--- src/rtl/lz77_sched_pkg.sv ---
// Shared types and defaults for the LZ77 encoder scheduler.
package lz77_sched_pkg;

    localparam int NUM_CH_DEF     = 2;
    localparam int LOAD_LEN_DEF   = 2049;
    localparam int ADDR_W_DEF     = 12;
    localparam int FIFO_DEPTH_DEF = 4;
    localparam int TIMEOUT_DEF    = 16384;

    // Channel tag width inside a stored result; wide enough for any practical NUM_CH.
    localparam int CH_MAX_W = 8;

    typedef enum logic [2:0] {
        S_IDLE  = 3'd0,
        S_PARK  = 3'd1,
        S_GAP   = 3'd2,
        S_ARM   = 3'd3,
        S_LOAD  = 3'd4,
        S_RUN   = 3'd5,
        S_DRAIN = 3'd6
    } sched_state_e;

    typedef struct packed {
        logic [CH_MAX_W-1:0] ch;
        logic [3:0]          offset;
        logic [2:0]          len;
        logic [7:0]          chr;
        logic                last;
    } result_t;

    // Return a copy of a result with its last flag set.
    function automatic result_t mark_last(input result_t r);
        result_t t;
        t      = r;
        t.last = 1'b1;
        return t;
    endfunction

endpackage

--- src/rtl/lz77_result_fifo.sv ---
// Synchronous result FIFO; a push while full (and not popping) is dropped and flagged.
module lz77_result_fifo
    import lz77_sched_pkg::*;
#(
    parameter int DEPTH = 4
) (
    input  logic    clk,
    input  logic    reset,
    input  logic    push_i,
    input  result_t push_data_i,
    input  logic    pop_i,
    output result_t head_o,
    output logic    empty_o,
    output logic    full_o,
    output logic    drop_o
);
    localparam int PTR_W = (DEPTH > 1) ? $clog2(DEPTH) : 1;

    result_t          mem_q [DEPTH];
    logic [PTR_W-1:0] wr_ptr_q;
    logic [PTR_W-1:0] rd_ptr_q;
    logic [PTR_W:0]   count_q;
    logic [PTR_W:0]   count_d;
    logic             do_push_s;
    logic             do_pop_s;

    assign empty_o   = (count_q == '0);
    assign full_o    = (count_q == (PTR_W+1)'(DEPTH));
    assign do_pop_s  = pop_i && !empty_o;
    // A pop in the same cycle frees the slot, so a full FIFO can still accept.
    assign do_push_s = push_i && (!full_o || do_pop_s);
    assign drop_o    = push_i && !do_push_s;
    assign head_o    = empty_o ? '0 : mem_q[rd_ptr_q];

    // Occupancy update from the accepted push/pop pair.
    always_comb begin
        count_d = count_q;
        case ({do_push_s, do_pop_s})
            2'b10:   count_d = count_q + (PTR_W+1)'(1);
            2'b01:   count_d = count_q - (PTR_W+1)'(1);
            default: count_d = count_q;
        endcase
    end

    // Store accepted results at the write pointer.
    always_ff @(posedge clk) begin
        if (do_push_s) begin
            mem_q[wr_ptr_q] <= push_data_i;
        end
    end

    // Pointer and occupancy registers.
    always_ff @(posedge clk or posedge reset) begin
        if (reset) begin
            wr_ptr_q <= '0;
            rd_ptr_q <= '0;
            count_q  <= '0;
        end else begin
            if (do_push_s) begin
                wr_ptr_q <= wr_ptr_q + PTR_W'(1);
            end
            if (do_pop_s) begin
                rd_ptr_q <= rd_ptr_q + PTR_W'(1);
            end
            count_q <= count_d;
        end
    end

endmodule

--- src/rtl/lz77_enc_scheduler.sv ---
// Round-robin scheduler sharing one LZ77 encoder between NUM_CH channels.
module lz77_enc_scheduler
    import lz77_sched_pkg::*;
#(
    parameter  int NUM_CH     = NUM_CH_DEF,
    parameter  int LOAD_LEN   = LOAD_LEN_DEF,
    parameter  int ADDR_W     = ADDR_W_DEF,
    parameter  int FIFO_DEPTH = FIFO_DEPTH_DEF,
    parameter  int TIMEOUT    = TIMEOUT_DEF,
    localparam int CH_W       = (NUM_CH > 1) ? $clog2(NUM_CH) : 1
) (
    input  logic                  clk,
    input  logic                  reset,
    input  logic [NUM_CH-1:0]     req_i,
    output logic [NUM_CH-1:0]     gnt_o,
    output logic [NUM_CH-1:0]     done_o,
    output logic                  err_o,
    output logic                  ovf_o,
    output logic [ADDR_W-1:0]     rd_addr_o,
    input  logic [NUM_CH*8-1:0]   rd_data_i,
    output logic                  enc_rst_o,
    output logic [7:0]            enc_chardata_o,
    input  logic                  enc_valid_i,
    input  logic                  enc_finish_i,
    input  logic [3:0]            enc_offset_i,
    input  logic [2:0]            enc_match_len_i,
    input  logic [7:0]            enc_char_nxt_i,
    output logic                  out_valid_o,
    input  logic                  out_ready_i,
    output logic [CH_W-1:0]       out_ch_o,
    output logic [3:0]            out_offset_o,
    output logic [2:0]            out_len_o,
    output logic [7:0]            out_char_o,
    output logic                  out_last_o
);
    localparam int CNT_MAX = (LOAD_LEN > TIMEOUT) ? LOAD_LEN : TIMEOUT;
    localparam int CNT_W   = $clog2(CNT_MAX + 1);
    localparam logic [CNT_W-1:0]  LOAD_LAST = CNT_W'(LOAD_LEN - 1);
    localparam logic [CNT_W-1:0]  TMO_LAST  = CNT_W'(TIMEOUT - 1);
    localparam logic [ADDR_W-1:0] ADDR_LAST = ADDR_W'(LOAD_LEN - 1);

    sched_state_e      state_q, state_d;
    logic [CH_W-1:0]   gidx_q, gidx_d;
    logic [CH_W-1:0]   last_q, last_d;
    logic [NUM_CH-1:0] gnt_q, gnt_d;
    logic [NUM_CH-1:0] done_q, done_d;
    logic              err_q, err_d;
    logic              ovf_q;
    logic [ADDR_W-1:0] rd_addr_q, rd_addr_d;
    logic              enc_rst_q, enc_rst_d;
    logic [CNT_W-1:0]  cnt_q, cnt_d;
    logic              stg_valid_q, stg_valid_d;
    result_t           stg_q, stg_d;
    logic              fin_pend_q, fin_pend_d;
    logic              tmo_q, tmo_d;

    logic              pick_found_s;
    logic [CH_W-1:0]   pick_idx_s;
    logic [7:0]        sel_byte_s;
    result_t           new_trip_s;
    logic              push_s;
    result_t           push_data_s;
    logic              pop_s;
    result_t           head_s;
    logic              fifo_empty_s;
    logic              fifo_full_s;
    logic              drop_s;

    // Round-robin pick: first requester strictly after the last-granted channel.
    always_comb begin
        pick_found_s = 1'b0;
        pick_idx_s   = '0;
        for (int i = 1; i <= NUM_CH; i++) begin
            for (int j = 0; j < NUM_CH; j++) begin
                if (!pick_found_s && req_i[j] && (j == (int'(last_q) + i) % NUM_CH)) begin
                    pick_found_s = 1'b1;
                    pick_idx_s   = CH_W'(j);
                end else begin
                    pick_found_s = pick_found_s;
                end
            end
        end
    end

    // Byte lane of the granted channel; the encoder only sees it during LOAD.
    always_comb begin
        sel_byte_s = 8'h00;
        for (int j = 0; j < NUM_CH; j++) begin
            if (gidx_q == CH_W'(j)) begin
                sel_byte_s = rd_data_i[j*8 +: 8];
            end else begin
                sel_byte_s = sel_byte_s;
            end
        end
        if (state_q == S_LOAD) begin
            enc_chardata_o = sel_byte_s;
        end else begin
            enc_chardata_o = 8'h00;
        end
    end

    assign new_trip_s = '{ch:     CH_MAX_W'(gidx_q),
                          offset: enc_offset_i,
                          len:    enc_match_len_i,
                          chr:    enc_char_nxt_i,
                          last:   1'b0};

    // Job sequencer: next state, staging/push decisions and registered outputs.
    always_comb begin
        state_d     = state_q;
        gidx_d      = gidx_q;
        last_d      = last_q;
        gnt_d       = gnt_q;
        done_d      = '0;
        err_d       = 1'b0;
        rd_addr_d   = rd_addr_q;
        cnt_d       = cnt_q;
        stg_valid_d = stg_valid_q;
        stg_d       = stg_q;
        fin_pend_d  = fin_pend_q;
        tmo_d       = tmo_q;
        push_s      = 1'b0;
        push_data_s = '0;
        case (state_q)
            S_IDLE: begin
                if (pick_found_s) begin
                    state_d     = S_PARK;
                    gidx_d      = pick_idx_s;
                    last_d      = pick_idx_s;
                    gnt_d       = NUM_CH'(1'b1) << pick_idx_s;
                    stg_valid_d = 1'b0;
                    fin_pend_d  = 1'b0;
                    tmo_d       = 1'b0;
                end else begin
                    state_d = S_IDLE;
                end
            end
            S_PARK: state_d = S_GAP;
            S_GAP: begin
                state_d   = S_ARM;
                rd_addr_d = '0;
            end
            S_ARM: begin
                state_d   = S_LOAD;
                cnt_d     = '0;
                rd_addr_d = rd_addr_q + ADDR_W'(1);
            end
            S_LOAD: begin
                // Address runs one ahead of the byte being consumed, parking on the last one.
                if (rd_addr_q == ADDR_LAST) begin
                    rd_addr_d = rd_addr_q;
                end else begin
                    rd_addr_d = rd_addr_q + ADDR_W'(1);
                end
                if (cnt_q == LOAD_LAST) begin
                    state_d = S_RUN;
                    cnt_d   = '0;
                end else begin
                    cnt_d = cnt_q + CNT_W'(1);
                end
            end
            S_RUN: begin
                if (cnt_q == TMO_LAST) begin
                    cnt_d = cnt_q;
                end else begin
                    cnt_d = cnt_q + CNT_W'(1);
                end
                // A fresh triple always takes priority; finish or timeout closes out next cycle.
                if (enc_valid_i) begin
                    push_s      = stg_valid_q;
                    push_data_s = stg_q;
                    stg_d       = new_trip_s;
                    stg_valid_d = 1'b1;
                    fin_pend_d  = fin_pend_q | enc_finish_i;
                end else if (fin_pend_q || enc_finish_i || (cnt_q == TMO_LAST)) begin
                    push_s      = stg_valid_q;
                    push_data_s = mark_last(stg_q);
                    stg_valid_d = 1'b0;
                    fin_pend_d  = 1'b0;
                    tmo_d       = !(fin_pend_q || enc_finish_i);
                    state_d     = S_DRAIN;
                end else begin
                    state_d = S_RUN;
                end
            end
            S_DRAIN: begin
                if (fifo_empty_s) begin
                    done_d  = gnt_q;
                    err_d   = tmo_q;
                    gnt_d   = '0;
                    state_d = S_IDLE;
                end else begin
                    state_d = S_DRAIN;
                end
            end
            default: state_d = S_IDLE;
        endcase
        enc_rst_d = (state_d == S_PARK) || (state_d == S_ARM);
    end

    // State and output registers.
    always_ff @(posedge clk or posedge reset) begin
        if (reset) begin
            state_q     <= S_IDLE;
            gidx_q      <= '0;
            last_q      <= CH_W'(NUM_CH - 1);
            gnt_q       <= '0;
            done_q      <= '0;
            err_q       <= 1'b0;
            ovf_q       <= 1'b0;
            rd_addr_q   <= '0;
            enc_rst_q   <= 1'b0;
            cnt_q       <= '0;
            stg_valid_q <= 1'b0;
            stg_q       <= '0;
            fin_pend_q  <= 1'b0;
            tmo_q       <= 1'b0;
        end else begin
            state_q     <= state_d;
            gidx_q      <= gidx_d;
            last_q      <= last_d;
            gnt_q       <= gnt_d;
            done_q      <= done_d;
            err_q       <= err_d;
            ovf_q       <= ovf_q | drop_s;
            rd_addr_q   <= rd_addr_d;
            enc_rst_q   <= enc_rst_d;
            cnt_q       <= cnt_d;
            stg_valid_q <= stg_valid_d;
            stg_q       <= stg_d;
            fin_pend_q  <= fin_pend_d;
            tmo_q       <= tmo_d;
        end
    end

    lz77_result_fifo #(
        .DEPTH (FIFO_DEPTH)
    ) u_fifo (
        .clk         (clk),
        .reset       (reset),
        .push_i      (push_s),
        .push_data_i (push_data_s),
        .pop_i       (pop_s),
        .head_o      (head_s),
        .empty_o     (fifo_empty_s),
        .full_o      (fifo_full_s),
        .drop_o      (drop_s)
    );

    assign pop_s        = out_valid_o && out_ready_i;
    assign out_valid_o  = !fifo_empty_s;
    assign out_ch_o     = head_s.ch[CH_W-1:0];
    assign out_offset_o = head_s.offset;
    assign out_len_o    = head_s.len;
    assign out_char_o   = head_s.chr;
    assign out_last_o   = head_s.last;

    assign gnt_o     = gnt_q;
    assign done_o    = done_q;
    assign err_o     = err_q;
    assign ovf_o     = ovf_q;
    assign rd_addr_o = rd_addr_q;
    assign enc_rst_o = enc_rst_q;

endmodule

--- config.mk ---
export PLATFORM = sky130hd
export DESIGN_NAME = lz77_enc_scheduler
export DESIGN_NICKNAME = d
export VERILOG_FILES = /design/src/rtl/lz77_sched_pkg.sv /design/src/rtl/lz77_result_fifo.sv /design/src/rtl/lz77_enc_scheduler.sv
export SDC_FILE = /design/constraint.sdc
export NUM_CORES = 1
export LEC_CHECK = 0
export CAP_MARGIN = 20
export CORE_MARGIN = 2
export CORE_UTILIZATION = 50
export CTS_CLUSTER_SIZE = 14
export DETAILED_ROUTE_END_ITERATION = 8
export PLACE_DENSITY = 0.77
export SKIP_CTS_REPAIR_TIMING = 1
export SYNTH_ARGS = -nofsm -noshare
export SYNTH_HDL_FRONTEND = slang
export SYNTH_SLANG_ARGS = --single-unit
--- constraint.sdc ---
create_clock -name clk -period 3.01 [get_ports clk]
set_input_delay 0.7525 -clock clk [delete_from_list [all_inputs] [get_ports clk]]
set_output_delay 0.7525 -clock clk [all_outputs]
set_load 0.02 [all_outputs]
==> results of run 1 <==
==> sequential cells by signal, summed over array words and instances, names as in the netlist <==
name	cells
u_fifo.mem_q	68
stg_q	16
cnt_q	15
rd_addr_o	12
state_q	3
u_fifo.count_q	3
done_o	2
gnt_o	2
u_fifo.rd_ptr_q	2
u_fifo.wr_ptr_q	2
enc_rst_o	1
err_o	1
fin_pend_q	1
gidx_q	1
last_q	1
ovf_o	1
stg_valid_q	1
tmo_q	1
==> per-stage QoR <==
| step | TNS, ps | utilization [%] |
|---|---|---|
| 2_1_floorplan | 0 | - |
| 3_3_place_gp | 0 | 59.7 |
| 3_5_place_dp | 0 | 59.7 |
| 4_1_cts | -782 | 64.9 |
| 5_1_grt | 0 | 65.8 |
| 6_report | 0 | 65.8 |
==> worst max path at each step <==
| stage | startpoint | endpoint | slack (ps) | depth (start not counted) |
|---|---|---|---|---|
| floorplan | cnt_q[0]$_DFFE_PP0P_ | u_fifo.mem_q[0][0]$_DFFE_PP_ | 600 | 7 |
| global placement | rd_data_i[10] | enc_chardata_o[2] | 250 | 4 |
| detailed placement | rd_data_i[4] | enc_chardata_o[4] | 240 | 4 |
| CTS | u_fifo.rd_ptr_q[0]$_DFFE_PP0P_ | out_len_o[0] | -70 | 4 |
| global route | state_q[2]$_DFF_PP0_ | enc_chardata_o[3] | 60 | 3 |
| finish | state_q[2]$_DFF_PP0_ | enc_chardata_o[4] | 150 | 3 |
==> power groups by stage <==
stage,sequential [mW],clock (mW),combinational [mW]
final,1.98,2.17,0.939
after global routing,1.99,2.29,1.01
after CTS,1.98,2.20,0.898
after detailed placement,2.02,0,0.895
after global placement,2.01,0,0.869
after floorplan,1.99,0,0.516
==> layout make-up <==
class                           count  area [um^2]  area share, %
Clock buffer                       20          447           5.70
Inverter                           13         48.8          0.622
Sequential cell                   133         3670           46.8
Multi-Input combinational cell    294         2260           28.9
Tap cell                          147          184           2.35
Timing Repair Buffer              103         1050           13.3
Clock inverter                     12          179           2.28
==> cells by family (layout without fill, tap and decap cells) <==
logic type,Yosys count,in the layout,synth area share (%)
AND/OR/NAND/NOR,165,165,15.1
flip-flops,133,133,60.4
AO/OA/AOI/OAI,56,56,6.14
multiplexers,44,44,11.1
buffers and inverters,33,148,2.41
XOR/XNOR,20,20,2.88
adder cells (fa/ha/maj),9,9,1.98
==> cell usage in the layout, fill, tap and decap left out, types with 4 or more instances in the layout <==
| cell type | synthesis | final |
|---|---|---|
| sky130_fd_sc_hd__clkbuf_16 | 0 | 17 |
| sky130_fd_sc_hd__mux2_2 | 16 | 16 |
| sky130_fd_sc_hd__and2_1 | 32 | 32 |
| sky130_fd_sc_hd__dlymetal6s2s_1 | 0 | 17 |
| sky130_fd_sc_hd__nand4_1 | 8 | 8 |
| sky130_fd_sc_hd__mux2i_1 | 10 | 10 |
| sky130_fd_sc_hd__nor2_1 | 32 | 32 |
| sky130_fd_sc_hd__nand3_1 | 10 | 10 |
| sky130_fd_sc_hd__o21ai_0 | 18 | 18 |
| sky130_fd_sc_hd__and4_1 | 4 | 4 |
| sky130_fd_sc_hd__a21oi_1 | 9 | 9 |
| sky130_fd_sc_hd__nor4_1 | 5 | 5 |
| sky130_fd_sc_hd__clkdlybuf4s50_1 | 0 | 65 |
| sky130_fd_sc_hd__xnor2_1 | 17 | 17 |
| sky130_fd_sc_hd__mux4_2 | 17 | 17 |
| sky130_fd_sc_hd__nand2_1 | 26 | 26 |
| sky130_fd_sc_hd__ha_1 | 8 | 8 |
| sky130_fd_sc_hd__a211oi_1 | 6 | 6 |
| sky130_fd_sc_hd__dfrtp_1 | 64 | 63 |
| sky130_fd_sc_hd__and3_1 | 6 | 6 |
| sky130_fd_sc_hd__buf_4 | 0 | 19 |
| sky130_fd_sc_hd__bufinv_16 | 0 | 4 |
| sky130_fd_sc_hd__nor3_1 | 5 | 4 |
| sky130_fd_sc_hd__o31ai_1 | 4 | 4 |
| sky130_fd_sc_hd__nor2b_1 | 20 | 20 |
| sky130_fd_sc_hd__edfxtp_1 | 68 | 68 |
| sky130_fd_sc_hd__inv_1 | 13 | 12 |
==> critical path, cell delays in order, from the launching register on <==
cell and delay [ps]:
sky130_fd_sc_hd__dfrtp_2 450, sky130_fd_sc_hd__or3b_4 490, sky130_fd_sc_hd__nor2_1 150, sky130_fd_sc_hd__clkdlybuf4s50_1 610
==> per-layer routing <==
metal  up-vias  wire [um]
met4         0        193
met1      2002       5500
met2        96       6570
li1       1895          -
met3        16        556
met5         -          0
==> out/qor.log, run 1 <==
qor: timing.timing.max_slew.rel_slack 56.5%
qor: floorplanning.rows 40
qor: drt.drc 0
qor: power.clock_power_share 42.7%
qor: yosys.synth.net_count 507
qor: floorplanning.die-width 114 um
qor: floorplanning.floorplan.initialDensity 51.0%
qor: global_routing.grt_use_met2 34.3%
qor: yosys.synth.distinct_cells 54
qor: drt.antenna_left 0
qor: clocking.clk_root_buffer_cell sky130_fd_sc_hd__clkbuf_16
qor: worst_hold_path.worstHoldPathCells 1
qor: setup_path.timing.critical_path.from_type register
qor: layout.areaGrowthSynthToFinish 29.1%
qor: clocking.cts_buffers 17
qor: yosys.most_used_standard_cell_by_instance_count_after_synthesis sky130_fd_sc_hd__edfxtp_1
qor: clocking.clock_path_buffers 2
qor: layout.final_area 7840 um^2
qor: layout.finish.cell_count_without_fillers 722
qor: timing.drv_slew 0
qor: floorplanning.fp.coreArea 11900 um^2
qor: yosys.post_synth_most_frequent_cells 68 x sky130_fd_sc_hd__edfxtp_1, 64 x sky130_fd_sc_hd__dfrtp_1, 32 x sky130_fd_sc_hd__and2_1, 32 x sky130_fd_sc_hd__nor2_1, 26 x sky130_fd_sc_hd__nand2_1
qor: power.cellPowerDensity 650 nW/um^2
qor: power.p_sw_share 25.0%
qor: power.power.total 5.09 mW
qor: yosys.postSynth.asyncResetShare 48.9%
qor: power.switching_power 1.27 mW
qor: floorplanning.design.die.area 13000 um^2
qor: power.power.internal 3.82 mW
qor: drt.detail_route.vias_per_cell 5.55
qor: setup_path.worstReg2RegEnd u_fifo.mem_q[1][7]$_DFFE_PP_
qor: drt.wirelength 12800 um
qor: global_routing.busiest_layer met2
qor: place.place_worst_setup_slack 237 ps
qor: drt.dr.first_iter.drc_count 201
qor: place.routabilityCongestion 0.867
qor: setup_path.reg2regPathDepth 7
qor: clocking.cts.reportedPaths.clkPinSlew 60 ps
qor: yosys.yosysWarnings 0
qor: clocking.clkLatencyLatePin 410 ps
qor: worst_hold_path.hold_path_end err_o$_DFF_PP0_
qor: global_routing.track_usage 20.8%
qor: drt.dr_total_vias 4009
qor: yosys.number_of_synthesized_flops_with_an_enable_pin 68
qor: drt.detailedRoute.firstPassIterationCount 4
qor: timing.grt_setup_unrepaired no
qor: global_routing.grt_start_max_net_pins 33
qor: timing.holdWs 482 ps
qor: timing.min_period_over_period 94.9%
qor: setup_path.setup.worst_path.class register to primary output
qor: clocking.clock_tree_from_tritoncts built
qor: setup_path.crit_fanout 12
qor: yosys.synthDominantCellAreaShare 33.6%
qor: global_routing.antenna_violations_before_repair 0
qor: yosys.yosys-top-cells-area sky130_fd_sc_hd__edfxtp_1 34%, sky130_fd_sc_hd__dfrtp_1 26%, sky130_fd_sc_hd__mux4_2 6.3%
qor: clocking.tritoncts_num_sinks 133
qor: yosys.dominantRegCellSynth sky130_fd_sc_hd__edfxtp_1
qor: setup_path.regToRegSetupSlack 600 ps
qor: worst_hold_path.min_from tmo_q$_DFFE_PP0P_
qor: outcome.run_status completed
qor: timing.timing.final.ws_setup 153 ps
qor: setup_path.cp_data_required_time 2260 ps
qor: yosys.synth.cell_area 6070 um^2
qor: yosys.seq_area_frac_synth 60.4%
qor: timing.slew_at_the_pin_with_the_worst_max_slew_slack 647 ps
qor: floorplanning.num_io_pins 83
qor: setup_path.timing.rr.start cnt_q[0]$_DFFE_PP0P_
qor: layout.fillCellCount 873
qor: global_routing.grt_pass1_wl 20700 um
qor: yosys.postSynthCellCount 460
qor: global_routing.gr-total-overflow 0
qor: timing.report.final.setup_viol 0
qor: yosys.synth_seq_cells 133
qor: power.seq_power_share 38.9%
qor: layout.post_route_cells_drive_above_1_share 16.7%
qor: place.post-dp-hpwl 8330 um
qor: timing.clock-skew-final 6.23 ps
qor: global_routing.number_of_global_route_vias_before_repair 4101
qor: yosys.postSynthAreaPerCell 13.2 um^2
qor: place.dpl-instance-area 7110 um^2
qor: setup_path.critical_path_arrival 2100 ps
qor: timing.fmax 0.350 GHz
qor: layout.finish.net_count 609
qor: power.max_rail_drop_vdd 0.000393 V
qor: yosys.synth_top_cell_by_area sky130_fd_sc_hd__edfxtp_1
qor: setup_path.cp-end-kind primary output
qor: place.place.port_buffers 82
qor: timing.hold_viol 0
qor: job.drv.max_cap_violation_count 0
qor: global_routing.grt.met1_usage 26.4%
qor: place.dp.cells 682
qor: power.comb_power_share 18.4%
qor: layout.insertedDiodeCount 0
qor: drt.post_drt_wl_per_cell 17.8 um
qor: power.power.leakage 2.94 nW
qor: global_routing.groute.layer.met3.usage 5.35%
qor: clocking.number_of_h_tree_levels 4
qor: floorplanning.die-height 114 um
qor: timing.min_period 2860 ps
qor: worst_hold_path.holdCritPathClass register to register
No activity file was read; power rests on OpenSTA's default activity.
==> run 2: changes to the inputs <==
- clock period: 3.01 -> 3.3 ns (I/O delays scaled with it)
==> out/qor.log, run 2 (synthesized netlist as in run 1, its figures left out) <==
qor: layout.finish.net_count 596 [was 609]
qor: timing.slew_at_the_pin_with_the_worst_max_slew_slack 880 ps [was 647 ps]
qor: power.power.leakage 2.84 nW [was 2.94 nW]
qor: drt.post_drt_wl_per_cell 18.0 um [was 17.8 um]
qor: place.dpl-instance-area 7070 um^2 [was 7110 um^2]
qor: place.post-dp-hpwl 8370 um [was 8330 um]
qor: floorplanning.floorplan.initialDensity 51.0% [unchanged]
qor: layout.fillCellCount 902 [was 873]
qor: layout.commonest_non_fill_non_tap_cell_in_the_layout sky130_fd_sc_hd__clkdlybuf4s50_1 [was sky130_fd_sc_hd__edfxtp_1]
qor: drt.dr.first_iter.drc_count 249 [was 201]
qor: worst_hold_path.holdCritPathClass register to register [unchanged]
qor: drt.detailedRoute.firstPassIterationCount 4 [unchanged]
qor: place.routabilityCongestion 0.872 [was 0.867]
qor: global_routing.number_of_global_route_vias_before_repair 4156 [was 4101]
qor: drt.antenna_left 0 [unchanged]
qor: setup_path.cp-end-kind primary output [unchanged]
qor: drt.detail_route.vias_per_cell 5.64 [was 5.55]
qor: layout.largest_register_ff_count 68 [unchanged]
qor: clocking.tritoncts_num_sinks 133 [unchanged]
qor: clocking.cts_buffers 17 [unchanged]
qor: clocking.number_of_h_tree_levels 4 [unchanged]
qor: timing.fmax 0.321 GHz
qor: timing.setup_tns 0 ps [unchanged]
qor: layout.post_route_cells_drive_above_1_share 14.6% [was 16.7%]
qor: floorplanning.design.die.area 13000 um^2 [unchanged]
qor: setup_path.crit_fanout 13 [was 12]
qor: layout.insertedDiodeCount 0 [unchanged]
qor: setup_path.timing.critical_path.from_type register [unchanged]
qor: timing.hold_viol 0 [unchanged]
qor: global_routing.grt_pass1_wl 21100 um [was 20700 um]
qor: drt.dr_total_vias 4002 [was 4009]
qor: clocking.cts.reportedPaths.clkPinSlew 60 ps [about the same]
qor: clocking.clkLatencyLatePin 410 ps [about the same]
qor: setup_path.setup.worst_path.class register to primary output [unchanged]
qor: floorplanning.rows 40 [unchanged]
qor: timing.min_period_over_period 94.4%
qor: timing.report.final.setup_viol 0 [unchanged]
qor: place.place.port_buffers 82 [unchanged]
qor: layout.final_area 7690 um^2 [was 7840 um^2]
qor: timing.clock-skew-final 7.78 ps [was 6.23 ps]
qor: drt.wirelength 12800 um [about the same]
qor: power.cellPowerDensity 596 nW/um^2 [was 650 nW/um^2]
qor: global_routing.antenna_violations_before_repair 0 [unchanged]
qor: drt.routed-wl-met3 710 um [was 556 um]
qor: setup_path.critical_path_arrival 2290 ps [was 2100 ps]
qor: outcome.run_status completed [unchanged]
qor: layout.top_register u_fifo.mem_q [unchanged]
qor: global_routing.gr-total-overflow 0 [unchanged]
qor: worst_hold_path.worstHoldPathCells 1 [unchanged]
qor: timing.timing.max_slew.rel_slack 41.4% [was 56.5%]
qor: floorplanning.fp.coreArea 11900 um^2 [unchanged]
qor: floorplanning.num_io_pins 83 [unchanged]
qor: job.drv.max_cap_violation_count 0 [unchanged]
qor: drt.routed.top_layer met4 [unchanged]
qor: layout.areaGrowthSynthToFinish 26.6% [was 29.1%]
qor: drt.routed-wl-met2 6560 um [was 6570 um]
qor: global_routing.track_usage 21.1% [was 20.8%]
qor: layout.multi_input_area 2260 um^2 [about the same]
qor: layout.mostFrequentLayoutCells 82 x sky130_fd_sc_hd__clkdlybuf4s50_1, 68 x sky130_fd_sc_hd__edfxtp_1, 64 x sky130_fd_sc_hd__dfrtp_1, 32 x sky130_fd_sc_hd__nor2_1, 32 x sky130_fd_sc_hd__and2_1 [was 68 x sky130_fd_sc_hd__edfxtp_1, 65 x sky130_fd_sc_hd__clkdlybuf4s50_1, 63 x sky130_fd_sc_hd__dfrtp_1, 32 x sky130_fd_sc_hd__nor2_1, 32 x sky130_fd_sc_hd__and2_1]
qor: setup_path.reg2regPathDepth 6 [was 7]
qor: drt.m1_wl 5330 um [was 5500 um]
qor: global_routing.grt_start_max_net_pins 37 [was 33]
qor: power.max_rail_drop_vdd 0.000386 V [was 0.000393 V]
qor: setup_path.cp_data_required_time 2470 ps [was 2260 ps]
qor: layout.top_regs u_fifo.mem_q (68), stg_q (16), cnt_q (15) [unchanged]
qor: clocking.clock_tree_from_tritoncts built [unchanged]
qor: drt.drc 0 [unchanged]
qor: floorplanning.die-height 114 um [unchanged]
qor: clocking.clock_path_buffers 2 [unchanged]
qor: floorplanning.die-width 114 um [unchanged]
qor: timing.drv_slew 0 [unchanged]
qor: layout.register_area 3670 um^2 [about the same]
qor: timing.grt_setup_unrepaired no [unchanged]
qor: timing.min_period 3120 ps
qor: clocking.clk_root_buffer_cell sky130_fd_sc_hd__clkbuf_16 [unchanged]
-- run 2: power by group --
part	internal [mW]	switching [mW]
Combinational	0.402	0.383
Sequential	1.77	0.0606
Clock	1.22	0.754
-- run 2: path summary, 6_finish.rpt --
| check | startpoint | endpoint | slack (ps) |
|---|---|---|---|
| setup / recovery | state_q[0]$_DFF_PP0_ | enc_chardata_o[6] | 180 |
| hold / removal | stg_q[16]$_DFFE_PP0P_ | stg_q[16]$_DFFE_PP0P_ | 500 |
| setup reg to reg | cnt_q[0]$_DFFE_PP0P_ | u_fifo.mem_q[0][6]$_DFFE_PP_ | 490 |
| hold reg to reg | stg_q[16]$_DFFE_PP0P_ | stg_q[16]$_DFFE_PP0P_ | 500 |
| max in group asynchronous | reset | last_q$_DFFE_PP1P_ | 2100 |
| min in group asynchronous | reset | stg_q[12]$_DFFE_PP0P_ | 830 |
-- run 2: layout make-up --
cell class              instances  share of cell area [%]
multi-input cells             294                    29.4
inverters                      13                   0.634
well taps                     147                    2.39
clock buffers                  18                    5.58
repair buffers                 90                    11.8
flip-flops and latches        133                    47.7
clock inverters                14                    2.49
-- run 2: per-layer routing --
layer,GRT usage (%),vias to the layer above
met1,27.4,1988
met5,0,-
met4,6.10,0
li1,-,1869
met3,5.98,15
met2,34.9,130
-- run 2: critical path, cell delays in order, from the launching register on --
cell and delay, ps:
sky130_fd_sc_hd__dfrtp_1 510, sky130_fd_sc_hd__or3b_1 600, sky130_fd_sc_hd__nor2_1 170, sky130_fd_sc_hd__clkdlybuf4s50_1 610
-- run 2: through the flow --
step	instances	power, mW	hold WS [ps]	setup slack (ps)	util [%]
6_report	709	4.58	497	183	64.6
5_1_grt	709	4.75	512	30.5	64.6
4_1_cts	709	4.63	500	147	64.6
3_5_place_dp	677	2.66	487	199	59.4
3_3_place_gp	677	2.64	470	293	59.4
2_1_floorplan	460	2.29	453	850	-
